## src/rtl/ddr_port_arb_if.sv

```systemverilog
// ddr_port_arb_if: bundles the four requester ports, the per-port return path
// and the single downstream DDR command/read-data port of the arbiter.
interface ddr_port_arb_if;
   logic [3:0]   req;
   logic [3:0]   write;
   logic [31:0]  addr;
   logic [255:0] wdata;
   logic [3:0]   gnt;
   logic [3:0]   rd_valid;
   logic [63:0]  rdata;
   logic         tag_err;
   logic         m_req;
   logic         m_ack;
   logic         m_write;
   logic [7:0]   m_addr;
   logic [63:0]  m_wdata;
   logic         m_rd_en;
   logic [63:0]  m_rdata;

   // Arbiter side: serves the requesters and drives the DDR command port.
   modport slave (
      input  req, write, addr, wdata, m_ack, m_rd_en, m_rdata,
      output gnt, rd_valid, rdata, tag_err, m_req, m_write, m_addr, m_wdata
   );

   // Environment side: requesters plus the DDR controller.
   modport master (
      output req, write, addr, wdata, m_ack, m_rd_en, m_rdata,
      input  gnt, rd_valid, rdata, tag_err, m_req, m_write, m_addr, m_wdata
   );
endinterface

```

## src/rtl/ddr_port_arb.sv

```systemverilog
// ddr_port_arb: four-port arbiter in front of one DDR command port. Prefers
// requests hitting the open row (bounded by HIT_MAX while a miss waits), holds
// the issued command frozen for HOLD_CYC cycles, and routes read beats back
// through a small tag FIFO.
module ddr_port_arb #(
   parameter int HOLD_CYC  = 10,
   parameter int HIT_MAX   = 4,
   parameter int TAG_DEPTH = 2
) (
   input logic           clk,
   input logic           rstn,
   ddr_port_arb_if.slave io_bus
);
   localparam int CNT_W = (HOLD_CYC > 1) ? $clog2(HOLD_CYC) : 1;
   localparam int HC_W  = $clog2(HIT_MAX + 1);
   localparam int PTR_W = $clog2(TAG_DEPTH);
   localparam logic [CNT_W-1:0] HOLD_LAST = CNT_W'(HOLD_CYC - 1);
   localparam logic [HC_W-1:0]  HIT_SAT   = HC_W'(HIT_MAX);
   localparam logic [PTR_W:0]   TAG_FULL  = (PTR_W + 1)'(TAG_DEPTH);

   typedef enum logic [1:0] {IDLE, ISSUE, HOLD} state_t;

   state_t            r_state, w_state_next;
   logic [CNT_W-1:0]  r_cnt;
   logic [1:0]        r_sel;
   logic [1:0]        r_rr_ptr;
   logic [3:0]        r_open_row;
   logic              r_row_valid;
   logic [HC_W-1:0]   r_hit_cnt;
   logic              r_m_write;
   logic [7:0]        r_m_addr;
   logic [63:0]       r_m_wdata;
   logic [1:0]        r_tag_mem [TAG_DEPTH];
   logic [PTR_W-1:0]  r_wr_ptr, r_rd_ptr;
   logic [PTR_W:0]    r_count;
   logic              r_tag_err;

   logic [7:0]        w_addr_p  [4];
   logic [63:0]       w_wdata_p [4];
   logic [3:0]        w_elig, w_hit, w_mask;
   logic              w_full, w_use_hit, w_load, w_accept, w_m_req;
   logic              w_push, w_pop;
   logic [1:0]        w_win, w_head;

   assign w_full = (r_count == TAG_FULL);

   // Per-port views of the packed request buses plus row-hit detection.
   for (genvar gi = 0; gi < 4; gi++) begin : g_port
      assign w_addr_p[gi]  = io_bus.addr[8*gi +: 8];
      assign w_wdata_p[gi] = io_bus.wdata[64*gi +: 64];
      // A full tag FIFO blocks reads only; writes need no return slot.
      assign w_elig[gi]    = io_bus.req[gi] & (io_bus.write[gi] | ~w_full);
      assign w_hit[gi]     = w_elig[gi] & r_row_valid & (w_addr_p[gi][7:4] == r_open_row);
   end

   // Row hits win unless the hit streak is exhausted while a miss is waiting.
   assign w_use_hit = (w_hit != 4'b0) && ((r_hit_cnt < HIT_SAT) || (w_hit == w_elig));
   assign w_mask    = w_use_hit ? w_hit : w_elig;

   // Round-robin pick: first set bit of w_mask at or after r_rr_ptr.
   always_comb begin
      w_win = r_rr_ptr;
      for (int k = 3; k >= 0; k--) begin
         if (w_mask[r_rr_ptr + 2'(k)]) w_win = r_rr_ptr + 2'(k);
      end
   end

   // Next-state and command-port control for IDLE -> ISSUE -> HOLD.
   always_comb begin
      w_state_next = r_state;
      w_load       = 1'b0;
      w_accept     = 1'b0;
      w_m_req      = 1'b0;
      case (r_state)
         IDLE: begin
            if (w_elig != 4'b0) begin
               w_load       = 1'b1;
               w_state_next = ISSUE;
            end
         end
         ISSUE: begin
            w_m_req = 1'b1;
            if (io_bus.m_ack) begin
               w_accept     = 1'b1;
               w_state_next = HOLD;
            end
         end
         HOLD: begin
            if (r_cnt == HOLD_LAST) w_state_next = IDLE;
         end
         default: w_state_next = IDLE;
      endcase
   end

   // FSM state, hold counter and the latched downstream command.
   always_ff @(posedge clk or negedge rstn) begin
      if (!rstn) begin
         r_state   <= IDLE;
         r_cnt     <= '0;
         r_sel     <= '0;
         r_m_write <= 1'b0;
         r_m_addr  <= '0;
         r_m_wdata <= '0;
      end else begin
         r_state <= w_state_next;
         if (w_load) begin
            r_sel     <= w_win;
            r_m_write <= io_bus.write[w_win];
            r_m_addr  <= w_addr_p[w_win];
            r_m_wdata <= w_wdata_p[w_win];
         end
         if (w_accept)              r_cnt <= '0;
         else if (r_state == HOLD)  r_cnt <= r_cnt + 1'b1;
      end
   end

   // Open-row tracking, round-robin pointer and the row-hit streak counter.
   always_ff @(posedge clk or negedge rstn) begin
      if (!rstn) begin
         r_rr_ptr    <= '0;
         r_open_row  <= '0;
         r_row_valid <= 1'b0;
         r_hit_cnt   <= '0;
      end else begin
         if (w_load) begin
            if (w_use_hit && ((w_elig & ~w_hit) != 4'b0)) begin
               if (r_hit_cnt != HIT_SAT) r_hit_cnt <= r_hit_cnt + 1'b1;
            end else begin
               r_hit_cnt <= '0;
            end
         end
         if (w_accept) begin
            r_rr_ptr    <= r_sel + 2'd1;
            r_open_row  <= r_m_addr[7:4];
            r_row_valid <= 1'b1;
         end
      end
   end

   assign w_push = w_accept & ~r_m_write;
   assign w_pop  = io_bus.m_rd_en & (r_count != '0);
   assign w_head = r_tag_mem[r_rd_ptr];

   // Tag FIFO pointers and occupancy; push+pop together leaves count unchanged.
   always_ff @(posedge clk or negedge rstn) begin
      if (!rstn) begin
         r_wr_ptr  <= '0;
         r_rd_ptr  <= '0;
         r_count   <= '0;
         r_tag_err <= 1'b0;
      end else begin
         if (w_push) r_wr_ptr <= r_wr_ptr + 1'b1;
         if (w_pop)  r_rd_ptr <= r_rd_ptr + 1'b1;
         if (w_push && !w_pop)      r_count <= r_count + 1'b1;
         else if (w_pop && !w_push) r_count <= r_count - 1'b1;
         if (io_bus.m_rd_en && (r_count == '0)) r_tag_err <= 1'b1;
      end
   end

   // Tag storage: the port index of each outstanding read, in issue order.
   always_ff @(posedge clk) begin
      if (w_push) r_tag_mem[r_wr_ptr] <= r_sel;
   end

   assign io_bus.m_req    = w_m_req;
   assign io_bus.m_write  = r_m_write;
   assign io_bus.m_addr   = r_m_addr;
   assign io_bus.m_wdata  = r_m_wdata;
   assign io_bus.gnt      = w_accept ? (4'b0001 << r_sel) : 4'b0000;
   assign io_bus.rd_valid = w_pop ? (4'b0001 << w_head) : 4'b0000;
   assign io_bus.rdata    = w_pop ? io_bus.m_rdata : 64'd0;
   assign io_bus.tag_err  = r_tag_err;
endmodule

```

## src/flat_wrapper.sv

```systemverilog
// flat-port wrapper written by rule: the top's interface ports become plain ports
module ddr_port_arb_flat 
#(
   parameter int HOLD_CYC  = 10,
   parameter int HIT_MAX   = 4,
   parameter int TAG_DEPTH = 2
)
  (clk, rstn, io_bus_req, io_bus_write, io_bus_addr, io_bus_wdata, io_bus_m_ack, io_bus_m_rd_en, io_bus_m_rdata, io_bus_gnt, io_bus_rd_valid, io_bus_rdata, io_bus_tag_err, io_bus_m_req, io_bus_m_write, io_bus_m_addr, io_bus_m_wdata);
  ddr_port_arb_if io_bus_i ();
  input logic clk;
  input logic rstn;
  input wire logic [$bits(io_bus_i.req)-1:0] io_bus_req;
  input wire logic [$bits(io_bus_i.write)-1:0] io_bus_write;
  input wire logic [$bits(io_bus_i.addr)-1:0] io_bus_addr;
  input wire logic [$bits(io_bus_i.wdata)-1:0] io_bus_wdata;
  input wire logic [$bits(io_bus_i.m_ack)-1:0] io_bus_m_ack;
  input wire logic [$bits(io_bus_i.m_rd_en)-1:0] io_bus_m_rd_en;
  input wire logic [$bits(io_bus_i.m_rdata)-1:0] io_bus_m_rdata;
  output wire logic [$bits(io_bus_i.gnt)-1:0] io_bus_gnt;
  output wire logic [$bits(io_bus_i.rd_valid)-1:0] io_bus_rd_valid;
  output wire logic [$bits(io_bus_i.rdata)-1:0] io_bus_rdata;
  output wire logic [$bits(io_bus_i.tag_err)-1:0] io_bus_tag_err;
  output wire logic [$bits(io_bus_i.m_req)-1:0] io_bus_m_req;
  output wire logic [$bits(io_bus_i.m_write)-1:0] io_bus_m_write;
  output wire logic [$bits(io_bus_i.m_addr)-1:0] io_bus_m_addr;
  output wire logic [$bits(io_bus_i.m_wdata)-1:0] io_bus_m_wdata;
  assign io_bus_i.req = io_bus_req;
  assign io_bus_i.write = io_bus_write;
  assign io_bus_i.addr = io_bus_addr;
  assign io_bus_i.wdata = io_bus_wdata;
  assign io_bus_i.m_ack = io_bus_m_ack;
  assign io_bus_i.m_rd_en = io_bus_m_rd_en;
  assign io_bus_i.m_rdata = io_bus_m_rdata;
  assign io_bus_gnt = io_bus_i.gnt;
  assign io_bus_rd_valid = io_bus_i.rd_valid;
  assign io_bus_rdata = io_bus_i.rdata;
  assign io_bus_tag_err = io_bus_i.tag_err;
  assign io_bus_m_req = io_bus_i.m_req;
  assign io_bus_m_write = io_bus_i.m_write;
  assign io_bus_m_addr = io_bus_i.m_addr;
  assign io_bus_m_wdata = io_bus_i.m_wdata;
  ddr_port_arb #(.HOLD_CYC(HOLD_CYC), .HIT_MAX(HIT_MAX), .TAG_DEPTH(TAG_DEPTH)) u_core (.clk(clk), .rstn(rstn), .io_bus(io_bus_i));
endmodule
```

## config.mk

```make
export PLATFORM = sky130hd
export DESIGN_NAME = ddr_port_arb_flat
export DESIGN_NICKNAME = d
export VERILOG_FILES = /design/src/rtl/ddr_port_arb_if.sv /design/src/rtl/ddr_port_arb.sv /design/src/flat_wrapper.sv
export SDC_FILE = /design/constraint.sdc
export NUM_CORES = 1
export LEC_CHECK = 0
export CAP_MARGIN = 0
export CORE_AREA = 10 10 193 195
export DETAILED_ROUTE_END_ITERATION = 10
export DIE_AREA = 0 0 203 205
export PLACE_DENSITY = 0.78
export SYNTH_ARGS = -nofsm -noshare
export SYNTH_HDL_FRONTEND = slang
export SYNTH_SLANG_ARGS = --single-unit
```

## constraint.sdc

```tcl
create_clock -name clk -period 4.1 [get_ports clk]
set_input_delay 0.82 -clock clk [delete_from_list [all_inputs] [get_ports clk]]
set_output_delay 0.82 -clock clk [all_outputs]
set_load 0.005 [all_outputs]
```

==> impl_summary.log <==
[metrics] RePlAce Congestion: about 0.95
[metrics] initial antenna violation count: 22
[metrics] proportion of netlist area held by the largest area contributor: between 20 and 25%
[metrics] critical path, cell by cell: clkdlybuf4s50_1, o21ai_2, or4_4, ha_1, nand4_1, nand2_2, o22ai_1, a41o_2, buf_4, o32ai_4, buf_6, buf_16, buf_12, buf_8, a32o_1, a311oi_2, o221ai_1
[metrics] worst-path maximum fanout: 14
[metrics] count of warnings emitted by yosys: 0
[metrics] floorplan die area: 41,620 µm²
[metrics] Static Leak: 7.317 nW
[metrics] cell types with the largest area share after synthesis: sky130_fd_sc_hd__dfrtp_1 22%, sky130_fd_sc_hd__a32o_1 13%, sky130_fd_sc_hd__and2_1 12%
[metrics] share of synthesized flip-flops with an asynchronous set or reset: a little over nine tenths
[metrics] pre-CTS setup slack: -0.6917 ns
[metrics] overall die width: 203 µm
[metrics] IR Drop Worst-Case VDD: approximately 0.44 mV
[metrics] post-route fraction of the period consumed by the critical path: between 90% and 100%
[metrics] via count of the routed design: 14,670
[metrics] first-pass iteration count of the detailed router: 6
[metrics] via count of the first global-routing pass: 14,290
[metrics] Max-Cap Viols: 0
[metrics] cell row count: 67
[metrics] count of state elements after synthesis: 100
[metrics] root buf cell: sky130_fd_sc_hd__clkbuf_16
[metrics] maximum number of pins on one net before global-route repair: 90
[metrics] height of the die: between 200 and 250 µm
[metrics] syn avg cell area: between 7 and 8 µm²
[metrics] Std-Cell Core Area: 33,280 µm²
[metrics] number of buffer and inverter stages on the critical path: 6
[metrics] Sequential Area: 2526 µm²
[metrics] global router's overall resource usage: 27.14%
[metrics] startpoint-to-endpoint class of the critical path: input port to flip-flop
[metrics] Post-DRT Antenna Nets: 0
[metrics] total power after layout: about 13 mW
[metrics] cell family with the largest share of critical-path delay: buffers and inverters
[metrics] footprint of the multi-input gates: between 7000 and 8000 µm²
[metrics] count of buffers inserted at the top-level ports: 510
[metrics] outcome: finished clean
[metrics] slowest stage delay, CP: between 0.5 and 0.6 ns
[metrics] count of pins over their slew limit: 0
[metrics] CTS Buf Count: 9
[metrics] Net Count, Synth: 1,773
[metrics] number of sinks driven by the clock tree: 100
[metrics] wire length of the first global-routing pass: ~89 mm
[metrics] maximum clock frequency: about 250 MHz
[metrics] via-per-instance ratio: ~6.2
[metrics] DRC errors left: 0
[metrics] clock slew seen by the registers of the worst setup and hold paths: around 0.080 ns
[metrics] Hold-fix buffers, CTS: 0
[metrics] Critical Path AT: around 4.2 ns
[metrics] Post-Synthesis Cell Area: ~11,000 µm²
[metrics] primary flip-flop cell chosen by synthesis mapping: sky130_fd_sc_hd__dfrtp_1
[metrics] post-layout net count: 2,265
[metrics] number of enable flip-flop cells after synthesis: 4
[metrics] cell count after synthesis: about 1,400
[metrics] final worst-path setup slack: between 0.1 and 0.15 ns
[metrics] total setup violations reported at the end of the flow: 0
[metrics] unique cell type count in the Yosys netlist: 55
[metrics] required time at the endpoint of the critical path: ~4.3 ns
[metrics] area added between synthesis and finish: 67.62%
[metrics] overall overflow remaining after global route: 0
[metrics] CP Capture Type: flip-flop
[metrics] H-tree depth reported by CTS: 3
[metrics] Hold Crit Class: input port to async pin
[metrics] per-cell routed wire length: 26.03 µm
[metrics] sequential element share of the synthesized area: between 20% and 30%
[metrics] type of element launching the critical path: input port
[metrics] largest clock skew in the final design: between 0.015 and 0.02 ns
[metrics] layout cells sized above 1: between 10% and 20%
[metrics] Min Clock Period, post-route: approximately 4.0 ns
[metrics] Clock Tree Buf Depth: 2
[metrics] HPWL Detailed: 43.17 mm
[metrics] number of filler instances in the final layout: 2,902
[metrics] total I/O pin count: about 510
[metrics] CTS tree: yes
[metrics] worst max-slew margin expressed relative to the limit: between 40% and 50%
[metrics] clock latency of the later-clocked register in the worst-skew pair: approximately 0.37 ns
[metrics] Starting Density: between 30% and 40%
[metrics] cell taking the most area after synthesis: sky130_fd_sc_hd__dfrtp_1
[metrics] power per unit of standard cell area: 716.6 nW/µm²
[metrics] Post-Route WL: a little over 60 mm
[metrics] Max stage delay cell, worst path: sky130_fd_sc_hd__or4_4
[metrics] Tightest Pin Transition: 0.7661 ns
[metrics] number of hold violations in the final report: 0
[metrics] number of violations reported at the end of detailed-routing iteration 0: approximately 1,700
==> per-stage QoR <==
| stage | std cells | hold slack [ns] | util [%] | setup TNS (ns) | cell area (µm²) |
|---|---|---|---|---|---|
| after floorplan | 1396 | 0.4510 | - | 0 | 11150 |
| after global placement | 2306 | 0.4678 | 52.51 | -41.62 | 17470 |
| after detailed placement | 2306 | 0.4739 | 52.51 | -45.08 | 17470 |
| after CTS | 2335 | 0.4913 | 54.63 | 0 | 18180 |
| after global routing | 2362 | 0.5055 | 56.17 | -0.0003237 | 18690 |
| final | 2362 | 0.4859 | 56.17 | 0 | 18690 |
==> path summary, 6_finish.rpt <==
path                                                 from                   endpoint  cells past startpoint  slack (ns)
worst max-delay path                        io_bus_req[2]  u_core.io_bus.m_wdata[35]                     17        0.10
worst min-delay path                                 rstn   u_core.io_bus.m_wdata[6]                      1        0.49
worst max register to register       u_core.r_open_row[2]  u_core.io_bus.m_wdata[35]                     17        0.19
worst min register to register  u_core.io_bus.m_wdata[31]  u_core.io_bus.m_wdata[31]                      2        0.49
max in group asynchronous                            rstn  u_core.io_bus.m_wdata[45]                      2        2.82
min in group clk                u_core.io_bus.m_wdata[31]  u_core.io_bus.m_wdata[31]                      2        0.49
==> cells in the mapped netlist (all sizes together), types with 3 or more instances <==
cell / n
inv: 162
o21ai: 15
edfxtp: 4
a31oi: 3
mux2: 5
and2: 212
o2111ai: 3
xnor2: 13
a311oi: 148
clkbuf: 133
dfrtp: 96
ha: 13
nand3: 8
and3: 5
buf: 55
nor2b: 4
nand2: 84
nand4: 4
nor2: 12
a211oi: 146
o221ai: 73
a21oi: 7
a32o: 146
xor2: 6
nand2b: 7
==> where the power goes <==
part	total (mW)	switching [mW]	internal (mW)
Combinational	10.4	5.45	5.00
Clock	0.968	0.480	0.489
Sequential	1.98	0.507	1.47
==> area by class of cell <==
type	instances	share of cell area, %
antenna	21	0.2811
clock buffer	10	1.225
clock inverter	6	0.4083
inverter	162	3.266
multi-input combinational	948	41.72
sequential	100	13.51
tap	448	2.999
timing repair buffer	667	36.59
==> sequential cells by signal, summed over array words and instances, names as in the netlist <==
name,flops
u_core.r_open_row,4
u_core.r_row_valid,1
u_core.r_tag_mem,4
u_core.r_hit_cnt,3
u_core.r_sel,2
u_core.r_rd_ptr,1
u_core.io_bus.tag_err,1
u_core.r_cnt,4
u_core.r_state,2
u_core.r_rr_ptr,2
u_core.io_bus.m_write,1
u_core.r_wr_ptr,1
u_core.r_count,2
u_core.io_bus.m_addr,8
u_core.io_bus.m_wdata,64
==> cells in the final DEF (no fill, tap or decap), drive strengths merged, types with 9 or more instances in the layout <==
cell and count:
clkdlybuf4s50 493, and2 212, inv 166, buf 156, a311oi 148, a32o 146
a211oi 146, dfrtp 96, nand2 84, o221ai 73, diode 21, o21ai 15
clkbuf 15, ha 13, xnor2 13, nor2 12, dlymetal6s2s 9
==> timing repair <==
| item | CTS | global route |
|---|---|---|
| setup endpoints to repair | 74 | 73 |
| buffers inserted | 7 | 6 |
| pin swaps | 12 | 26 |
| resized for setup | 47 | 85 |
| cloned | 6 | 1 |
==> routing by layer <==
| metal | track usage, % | vias up | share of wire (%) |
|---|---|---|---|
| met4 | 14.12 | 2 | 4.7 |
| met2 | 45.95 | 1053 | 49 |
| li1 | - | 6443 | - |
| met5 | 0 | - | 0.021 |
| met1 | 31.56 | 6976 | 37 |
| met3 | 6.144 | 191 | 9.1 |
==> worst reg2reg max path: stages, from the launching register on <==
cell and delay (ns):
sky130_fd_sc_hd__dfrtp_1 0.50, sky130_fd_sc_hd__xor2_1 0.20, sky130_fd_sc_hd__a2111o_1 0.41, sky130_fd_sc_hd__or3_4 0.34, sky130_fd_sc_hd__ha_1 0.27, sky130_fd_sc_hd__nand4_1 0.08
sky130_fd_sc_hd__nand2_2 0.09, sky130_fd_sc_hd__o22ai_1 0.19, sky130_fd_sc_hd__a41o_2 0.20, sky130_fd_sc_hd__buf_4 0.14, sky130_fd_sc_hd__o32ai_4 0.08, sky130_fd_sc_hd__buf_6 0.16
sky130_fd_sc_hd__buf_16 0.15, sky130_fd_sc_hd__buf_12 0.16, sky130_fd_sc_hd__buf_8 0.15, sky130_fd_sc_hd__a32o_1 0.22, sky130_fd_sc_hd__a311oi_2 0.26, sky130_fd_sc_hd__o221ai_1 0.17
==> cell families after synthesis <==
kind of cell               count (synthesis)  share of synthesized area, %
adders and majority gates                 13                         1.459
AOI/OAI and AO/OA                        563                         43.52
and+or+nand+nor                          346                         17.23
muxes                                      5                        0.5048
buffers and inverters                    350                         13.17
xor gates and xnor gates                  19                         1.492
DFF                                      100                         22.62
(Power assumes the default switching activity.)
==> edit, RTL diff (same flow settings) <==
`TAG_DEPTH` is set to 2 in 2 places; all go to 4.
--- a/src/rtl/ddr_port_arb.sv
+++ b/src/rtl/ddr_port_arb.sv
@@ -5,7 +5,7 @@
 module ddr_port_arb #(
    parameter int HOLD_CYC  = 10,
    parameter int HIT_MAX   = 4,
-   parameter int TAG_DEPTH = 2
+   parameter int TAG_DEPTH = 4
 ) (
    input logic           clk,
    input logic           rstn,
--- a/src/flat_wrapper.sv
+++ b/src/flat_wrapper.sv
@@ -3,7 +3,7 @@
 #(
    parameter int HOLD_CYC  = 10,
    parameter int HIT_MAX   = 4,
-   parameter int TAG_DEPTH = 2
+   parameter int TAG_DEPTH = 4
 )
   (clk, rstn, io_bus_req, io_bus_write, io_bus_addr, io_bus_wdata, io_bus_m_ack, io_bus_m_rd_en, io_bus_m_rdata, io_bus_gnt, io_bus_rd_valid, io_bus_rdata, io_bus_tag_err, io_bus_m_req, io_bus_m_write, io_bus_m_addr, io_bus_m_wdata);
   ddr_port_arb_if io_bus_i ();
Formal check against the unedited RTL: same outputs for any inputs over 4 cycles, from zero or initial values and one cycle with rstn low; that may be too few to reach the edited logic, so the function may still have changed.
==> edit against the original RTL <==
- global-route usage decreased by 11 points
- area after synthesis decreased by 33%
- final area decreased by 23%
- power decreased by 29%
- worst setup slack improved by 1.8 ps
- routed wire length decreased by 39%
- sequential cell count increased by 7
- critical endpoint is now u_core.io_bus.m_addr[0]
- largest cell class is now buffers
- largest power group unchanged
- highest routed layer unchanged
==> edit: results <==
group,metric,value,unit
clock_tree,path_clk_slew,100,ps
sta,slew_headroom,0.594,
synth,synthArstFlopShare,0.925,
clock_tree,postCtsSetupBuffers,6,
grt,grt_pass1_vias,8520,
layout,sh_seq_area,0.189,
grt,use_met2,0.302,
layout,multi_input_area_share,0.321,
placed_design,hpwl,29.6,mm
worst_setup_path,crit_arrival,4280,ps
grt,grt_max_degree,59,
grt,met1_usage,0.177,
power_and_ir_drop,power.leakage,6.07,nW
power_and_ir_drop,swShare,0.404,
layout,clkCellAreaFrac,0.0229,
power_and_ir_drop,power.switching,3.82,mW
detailed_routing,first_pass_iters,5,
run_status,status,"complete, no violations",
synth,synthDistinctLibCells,57,
sta,fin_skew,17.8,ps
synth,synth_compound_area_frac,0.179,
layout,fin_nets,1615,
clock_tree,clock-sinks,107,
synth,ys_seq_area_frac,0.364,
placed_design,place.gp.congestion,0.889,
synth,synth_fa_ha_area_frac,0.0312,
detailed_routing,drt-initial-drc-count,317,
clock_tree,ctsResizeCount,20,
layout,nFillCells,3119,
grt,antenna_found_initial,3,
power_and_ir_drop,max-vdd-ir-drop,0.346,mV
worst_setup_path,critPathSlowestCell,"clkdlybuf4s50_1",
sta,layout_setup_ws,105,ps
synth,synth_mux_area_frac,0.212,
worst_setup_path,cp_max_fo,9,
synth,synth-xor-area-share,0.0235,
layout,n_antenna_cell,0,
detailed_routing,wl_met2,19.3,mm
synth,synth_area_leaders,"dfrtp_1 (33%), mux2i_1 (20%), o221ai_2 (12%)",
layout,bufAreaShareNonClock,0.423,
synth,postSynthAreaPerCell,10.8,um2
detailed_routing,viasPerCell,4.58,
placed_design,placement.cell_area,13400,um2
placed_design,place_ws,-506,ps
detailed_routing,vias,7727,
edit: cell types whose count changed after synthesis, moves of 5 or more:
| cell | change |
|---|---|
| buf_4 | +7 |
| and2_1 | -144 |
| o221ai_1 | -59 |
| mux2i_1 | +146 |
| o221ai_2 | +59 |
| a311oi_1 | -147 |
| buf_6 | -7 |
| a32o_1 | -145 |
| a211oi_1 | -145 |
| inv_1 | -145 |
| clkbuf_1 | -115 |
| buf_2 | -15 |
| o21ai_0 | -5 |
edit: path summary, 6_finish.rpt:
kind	start	end	slack [ps]	cells past startpoint
min reg2reg	u_core.io_bus.tag_err	u_core.io_bus.tag_err	460	1
max	io_bus_addr[5]	u_core.io_bus.m_addr[0]	110	16
min in group clk	u_core.io_bus.tag_err	u_core.io_bus.tag_err	460	1
max reg2reg	u_core.r_count[1]	u_core.io_bus.m_wdata[21]	240	15
min	rstn	u_core.io_bus.m_wdata[11]	430	1
max in group asynchronous	rstn	u_core.io_bus.m_wdata[23]	2780	2
